$ cat src/rtl/aes_pkg.sv
`default_nettype none
// ---------------------------------------------------------------------------
// aes_pkg : shared constants and byte-extraction helper for the AES result path
// Revision: 1.0
// ---------------------------------------------------------------------------
package aes_pkg;

    localparam logic [7:0] FINAL_RCON_DEFAULT = 8'h36;
    localparam int         BLOCK_W            = 128;
    localparam int         BYTES_PER_BLOCK    = 16;
    localparam int         IDX_W              = $clog2(BYTES_PER_BLOCK);

    // Byte 0 is the most significant byte of the block.
    function automatic logic [7:0] block_byte(input logic [BLOCK_W-1:0] blk,
                                              input logic [IDX_W-1:0]   idx);
        return blk[BLOCK_W - 1 - 8 * int'(idx) -: 8];
    endfunction

endpackage
`default_nettype wire

$ cat src/rtl/aes_block_fifo.sv
`default_nettype none
// ---------------------------------------------------------------------------
// aes_block_fifo : DEPTH x W synchronous block FIFO, write accepted when full
//                  only if a read happens at the same edge
// Revision: 1.0
// ---------------------------------------------------------------------------
module aes_block_fifo #(
    parameter int DEPTH = 4,
    parameter int W     = 128
) (
    input  logic                       clock,
    input  logic                       rst_n,
    input  logic                       wr_en_i,
    input  logic [W-1:0]               wr_data_i,
    input  logic                       rd_en_i,
    output logic [W-1:0]               rd_data_o,
    output logic                       full_o,
    output logic                       empty_o,
    output logic [$clog2(DEPTH):0]     count_o
);

    localparam int PTR_W = $clog2(DEPTH);
    localparam int CNT_W = PTR_W + 1;

    logic [W-1:0]     mem_q [DEPTH];
    logic [PTR_W-1:0] wr_ptr_q, rd_ptr_q;
    logic [CNT_W-1:0] count_q, count_d;
    logic             do_wr, do_rd;

    assign full_o    = (count_q == CNT_W'(DEPTH));
    assign empty_o   = (count_q == '0);
    assign count_o   = count_q;
    assign rd_data_o = mem_q[rd_ptr_q];

    assign do_rd = rd_en_i && !empty_o;
    assign do_wr = wr_en_i && (!full_o || do_rd);

    always_comb begin
        count_d = count_q;
        if (do_wr && !do_rd) begin
            count_d = count_q + 1'b1;
        end else if (do_rd && !do_wr) begin
            count_d = count_q - 1'b1;
        end
    end

    // Power-of-two depth lets the pointers wrap naturally.
    always_ff @(posedge clock or negedge rst_n) begin
        if (!rst_n) begin
            wr_ptr_q <= '0;
            rd_ptr_q <= '0;
            count_q  <= '0;
        end else begin
            if (do_wr) wr_ptr_q <= wr_ptr_q + 1'b1;
            if (do_rd) rd_ptr_q <= rd_ptr_q + 1'b1;
            count_q <= count_d;
        end
    end

    always_ff @(posedge clock) begin
        if (do_wr) mem_q[wr_ptr_q] <= wr_data_i;
    end

endmodule
`default_nettype wire

$ cat src/rtl/aes_result_serializer.sv
`default_nettype none
// ---------------------------------------------------------------------------
// aes_result_serializer : captures final-round AES states into a block FIFO
//                         and drains them as a byte-serial valid/ready stream
// Revision: 1.0
// ---------------------------------------------------------------------------
module aes_result_serializer
    import aes_pkg::*;
#(
    parameter logic [7:0] FINAL_RCON = FINAL_RCON_DEFAULT,
    parameter int         DEPTH      = 4
) (
    input  logic                      clock,
    input  logic                      rst_n,
    input  logic [BLOCK_W-1:0]        in_state,
    input  logic                      in_empty,
    input  logic [7:0]                in_rcon,
    output logic [7:0]                out_data,
    output logic                      out_valid,
    input  logic                      out_ready,
    output logic                      out_last,
    output logic [$clog2(DEPTH):0]    fifo_count,
    output logic                      overflow,
    input  logic                      ovf_clr,
    output logic [7:0]                drop_cnt
);

    localparam logic [0:0]       ST_IDLE  = 1'b0;
    localparam logic [0:0]       ST_SEND  = 1'b1;
    localparam logic [IDX_W-1:0] LAST_IDX = IDX_W'(BYTES_PER_BLOCK - 1);

    logic [0:0]         state_q, state_d;
    logic [BLOCK_W-1:0] shift_q, shift_d;
    logic [IDX_W-1:0]   idx_q, idx_d;
    logic               overflow_q;
    logic [7:0]         drop_cnt_q;

    logic               capture, push, pop, drop, last_hs;
    logic               fifo_full, fifo_empty;
    logic [BLOCK_W-1:0] fifo_rd_data;

    assign capture = !in_empty && (in_rcon == FINAL_RCON);
    assign last_hs = (state_q == ST_SEND) && out_ready && (idx_q == LAST_IDX);
    assign pop     = !fifo_empty && ((state_q == ST_IDLE) || last_hs);
    // The round pipeline cannot stall, so a block with nowhere to go is lost.
    assign push    = capture && (!fifo_full || pop);
    assign drop    = capture && !push;

    aes_block_fifo #(
        .DEPTH (DEPTH),
        .W     (BLOCK_W)
    ) u_fifo (
        .clock     (clock),
        .rst_n     (rst_n),
        .wr_en_i   (push),
        .wr_data_i (in_state),
        .rd_en_i   (pop),
        .rd_data_o (fifo_rd_data),
        .full_o    (fifo_full),
        .empty_o   (fifo_empty),
        .count_o   (fifo_count)
    );

    always_comb begin
        state_d = state_q;
        shift_d = shift_q;
        idx_d   = idx_q;
        if (pop) begin
            shift_d = fifo_rd_data;
            idx_d   = '0;
            state_d = ST_SEND;
        end else if ((state_q == ST_SEND) && out_ready) begin
            if (idx_q == LAST_IDX) begin
                idx_d   = '0;
                state_d = ST_IDLE;
            end else begin
                shift_d = shift_q << 8;
                idx_d   = idx_q + 1'b1;
            end
        end
    end

    always_ff @(posedge clock or negedge rst_n) begin
        if (!rst_n) begin
            state_q <= ST_IDLE;
            shift_q <= '0;
            idx_q   <= '0;
        end else begin
            state_q <= state_d;
            shift_q <= shift_d;
            idx_q   <= idx_d;
        end
    end

    // A drop in the same cycle as a clear keeps the flag set.
    always_ff @(posedge clock or negedge rst_n) begin
        if (!rst_n) begin
            overflow_q <= 1'b0;
            drop_cnt_q <= '0;
        end else begin
            if (drop) begin
                overflow_q <= 1'b1;
            end else if (ovf_clr) begin
                overflow_q <= 1'b0;
            end
            if (drop && (drop_cnt_q != 8'hFF)) begin
                drop_cnt_q <= drop_cnt_q + 1'b1;
            end
        end
    end

    assign out_valid = (state_q == ST_SEND);
    assign out_last  = out_valid && (idx_q == LAST_IDX);
    assign out_data  = out_valid ? block_byte(shift_q, '0) : 8'h00;
    assign overflow  = overflow_q;
    assign drop_cnt  = drop_cnt_q;

endmodule
`default_nettype wire

$ cat config.mk
export PLATFORM = sky130hd
export DESIGN_NAME = aes_result_serializer
export DESIGN_NICKNAME = d
export VERILOG_FILES = /design/src/rtl/aes_pkg.sv /design/src/rtl/aes_block_fifo.sv /design/src/rtl/aes_result_serializer.sv
export SDC_FILE = /design/constraint.sdc
export NUM_CORES = 1
export LEC_CHECK = 0
export ABC_AREA = 1
export CAP_MARGIN = 0
export CORE_UTILIZATION = 56
export DETAILED_ROUTE_END_ITERATION = 12
export PLACE_DENSITY = 0.76
export SKIP_LAST_GASP = 1
export SLEW_MARGIN = 25
export SYNTH_ARGS = -nofsm -noshare
export SYNTH_HDL_FRONTEND = slang
export SYNTH_SLANG_ARGS = --single-unit
$ cat constraint.sdc
create_clock -name clock -period 19.92 [get_ports clock]
set_input_delay 2.988 -clock clock [delete_from_list [all_inputs] [get_ports clock]]
set_output_delay 2.988 -clock clock [all_outputs]
set_load 0.05 [all_outputs]
==> results.md <==
- In this run the worst path has a maximum fanout of 60.
- The sink count of the clock tree is 661.
- The average instance in the mapped netlist occupies 10.61 um2.
- The number of setup violations in the final report is 0.
- TritonCTS built the clock tree.
- The biggest area contributor in the post-synthesis netlist is sky130_fd_sc_hd__edfxtp_1.
- The CTS clock-pin slew for the worst setup and hold paths is 0.06 ns.
- The fraction of the mapped netlist area in compound gates is 0.007544.
- The number of max-cap violations is 0.
- The global-route wire length before repair is 99.08 mm.
- In this run, distinct cell masters in the synthesized netlist total 29.
- The flow ran to the end, and the final reports show no timing, DRC or antenna violations.
- Counting tap cells, the placed design contains a total of 3,290 instances.
- Of the post-synthesis cell area, the dominant cell type holds 0.5584.
- In this run, post-CTS repair resized a total of 0 instances.
- The count of mapped cells out of synthesis is 2,594.
- The final clock skew is 0.03137 ns.
- Of the post-synthesis cell area, the part taken by muxes is 0.
- The routed length per instance is 18.13 um.
- The DRC violation count after routing is 0.
- The area enclosed by the die boundary is 50,050 um2.
- For this run, the slowest stage of the critical path takes 0.84 ns.
- The data required time at the worst endpoint is 20.13 ns.
- Routability-driven placement finished with a final weighted congestion of 0.8037.
- By area, the combinational part of the netlist is dominated by simple AND/OR/NAND/NOR gates.
- By area the synthesized netlist is led by sky130_fd_sc_hd__edfxtp_1 56%, sky130_fd_sc_hd__nand2_1 15%, sky130_fd_sc_hd__dfrtp_1 14%.
- The most common cell after layout, fill and taps aside is sky130_fd_sc_hd__nand2_1.
- The routed design could run at a clock period as short as 6.503 ns.
- The worst hold-check slack is 0.4799 ns.
- In the global route stage, overall resource usage came out at 0.2547.
- In this run, synthesis inferred 512 flip-flops with an integrated enable.
- The boundary pin count is 163.
- The core region area is 48,150 um2.
- Setup repair after global routing left no endpoint under its margin.
- At the end of the flow the core is filled with cells to 0.6579.
- The standby leakage power is 13.18 nW.
- After detailed routing, the number of vias per cell comes to 5.419.
- In this run, the number of DRC markers left after iteration 0 of detailed routing was 1,679.
- The hold violation count in the final report is 0.
- The pre-antenna-repair detailed-routing pass consisted of 6 iterations.
- Based on the critical path, the design can be clocked at up to 0.1538 GHz.
- Across the VDD grid, the largest voltage drop is 108.4 uV.
- The worst setup path is of the in2reg kind.
- The floorplan has 80 rows.
- The number of buffers and inverters on the critical path is 4.
- The worst min-delay path category is reg2reg.
- The final standard cell count with taps included and fillers excluded is 3,418.
- The net count after synthesis is 2,743.
- The final-stage net count is 2,853.
- The category of the worst setup path launch point is an input pin.
- The number of global-route vias before repair is 19,019.
- Of the total synthesized cell area, the portion taken by AND, OR, NAND and NOR gates is 0.2401.
- The initial antenna violation count was 5.
- The synthesized design contains 661 register bits.
- The number of nets still failing antenna checks after routing is 0.
- In the layout the commonest cells are 1,075 x sky130_fd_sc_hd__nand2_1, 512 x sky130_fd_sc_hd__edfxtp_1, 379 x sky130_fd_sc_hd__nand3_1, 161 x sky130_fd_sc_hd__clkdlybuf4s50_1, 154 x sky130_fd_sc_hd__inv_1.
- The parity-gate share of the synthesized area counting xor and xnor cells is 0.003499.
- The number of slew-limit violations in the final report is 0.
- Among all flip-flop cells after synthesis, the most frequent one is sky130_fd_sc_hd__edfxtp_1.
- The H-tree was split into 3 levels.
- The clock latency on the worst-skew pair is 0.62 ns.
- The chip width is 223.7 um.
- After routing, the total negative slack on setup checks comes to 0 ns.
- The endpoint kind of the worst setup timing path is a flop.
- The relative slew slack is 0.2950.
- The area of the mapped netlist is 27,530 um2.
- The final route contains 18,521 vias.
- The area of all placed cells without fillers is 31,680 um2.
- In this run the vertical extent of the chip is 223.7 um.
- The cell occurring most often along the worst timing path is sky130_fd_sc_hd__nand2_1.
- The number of buffers created by CTS is 68.
- After clock tree synthesis, the flow added hold-fix buffers numbering 0.
- The area growth from synthesis to layout is 15.05%.
- Clock tree synthesis selected as its root buffer the cell sky130_fd_sc_hd__clkbuf_16.
- After global routing the overflow that remains totals 0.
- The worst-margin pin slew is 1.058 ns.
- Entering global routing, the biggest net connects 185 pins.
- The signal on the critical path passes through clkdlybuf4s50_1 > inv_1 > nand2_1 > nand2_2 > nand2_1 > nand2_1 > nor2_4 > buf_4 > buf_4.
- The final routed wirelength across all metal layers is 61.98 mm.
- The final clock period utilization by the worst path is 0.3264.
- The count of buffers added on input and output ports is 162.
- The cell family with the largest share of critical-path delay is buffers and inverters.
- The number of buffers inserted by post-CTS setup repair is 0.
- The power per cell area is 116.9 nW/um2.
- Of the synthesized area, sequential elements account for 0.6939.
- The maximum clock path buffer count is 3.
- Counting flops with an async set or reset pin after synthesis yields a share of 0.2254.
- The starting density of the core is 0.5718.
- The share of layout cells above drive strength 1 is 0.07723.
- The placed instances occupy a cell area of 29,390 um2.
- The minimum setup slack in the final design is 13.42 ns.
- STA puts the critical path data arrival time at 6.72 ns.
- Before CTS, the worst setup slack after placement is 12.75 ns.
- The share of synthesized cell area in full adder, half adder and majority cells is 0.003908.
- The cell with the largest stage delay on the worst path is sky130_fd_sc_hd__buf_4.
- The overall power after layout is 3.703 mW.
- The post-DP HPWL is 33.99 mm.
- For this run, the number of Yosys warnings is 0.
power by group:
group	switching (mW)	total (mW)	internal (mW)
Combinational	0.517	0.759	0.242
Clock	0.521	1.28	0.764
Sequential	0.0916	1.66	1.57
sequential cells by signal, summed over array words and instances (netlist names):
| signal | cells |
|---|---|
| shift_q | 128 |
| u_fifo.rd_ptr_q | 2 |
| drop_cnt | 8 |
| overflow | 1 |
| u_fifo.count_o | 3 |
| u_fifo.wr_ptr_q | 2 |
| u_fifo.mem_q | 512 |
| out_valid | 1 |
| idx_q | 4 |
tightest hold or removal path, stage by stage (launching register included):
cell and delay (ns):
sky130_fd_sc_hd__dfrtp_1 0.34, sky130_fd_sc_hd__nand2_1 0.05, sky130_fd_sc_hd__nand2_1 0.06
path summary, 6_finish.rpt:
path                                          from                              to  slack, ns  cells after the start
max                                      out_ready  u_fifo.mem_q[1][122]$_DFFE_PP_      13.42                      9
min                        shift_q[30]$_DFFE_PN0P_         shift_q[30]$_DFFE_PN0P_       0.48                      2
max reg2reg                   idx_q[0]$_DFFE_PN0P_  u_fifo.mem_q[1][122]$_DFFE_PP_      15.55                      9
min reg2reg                shift_q[30]$_DFFE_PN0P_         shift_q[30]$_DFFE_PN0P_       0.48                      2
max in group asynchronous                    rst_n  u_fifo.rd_ptr_q[1]$_DFFE_PN0P_      16.04                      2
min in group asynchronous                    rst_n        shift_q[115]$_DFFE_PN0P_       2.47                      1
Yosys cell counts, drive strengths merged, types with 7 or more instances:
master,instances
buf,101
clkbuf,40
dfrtp,149
edfxtp,512
ha,7
inv,158
nand2,1147
nand3,381
nor2,43
o21ai,27
o22ai,9
xor2,8
layout make-up:
| cell class | count | area [um2] |
|---|---|---|
| diodes | 4 | 10.01 |
| clock buffers | 94 | 1943 |
| inverters | 158 | 605.6 |
| fillers | 3525 | 16470 |
| well taps | 656 | 820.8 |
| repair buffers | 181 | 1788 |
| flip-flops and latches | 661 | 19110 |
| multi-input cells | 1634 | 7066 |
| clock inverters | 30 | 331.6 |
per-layer routing:
metal / vias to the layer above / track usage / part of all wire
met1: 8997 / 0.3221 / 0.41
met2: 643 / 0.4405 / 0.50
met3: 120 / 0.04381 / 0.062
met4: 2 / 0.09700 / 0.028
li1: 8759 / - / -
met5: - / 0 / 0.00021
kinds of logic after synthesis:
kind of cell	after synthesis
AND/OR/NAND/NOR	1577
flip-flops	661
buffers and inverters	299
AO/OA/AOI/OAI	38
XOR/XNOR	11
adder cells (fa/ha/maj)	8
Power figures use the tool's default switching activity.
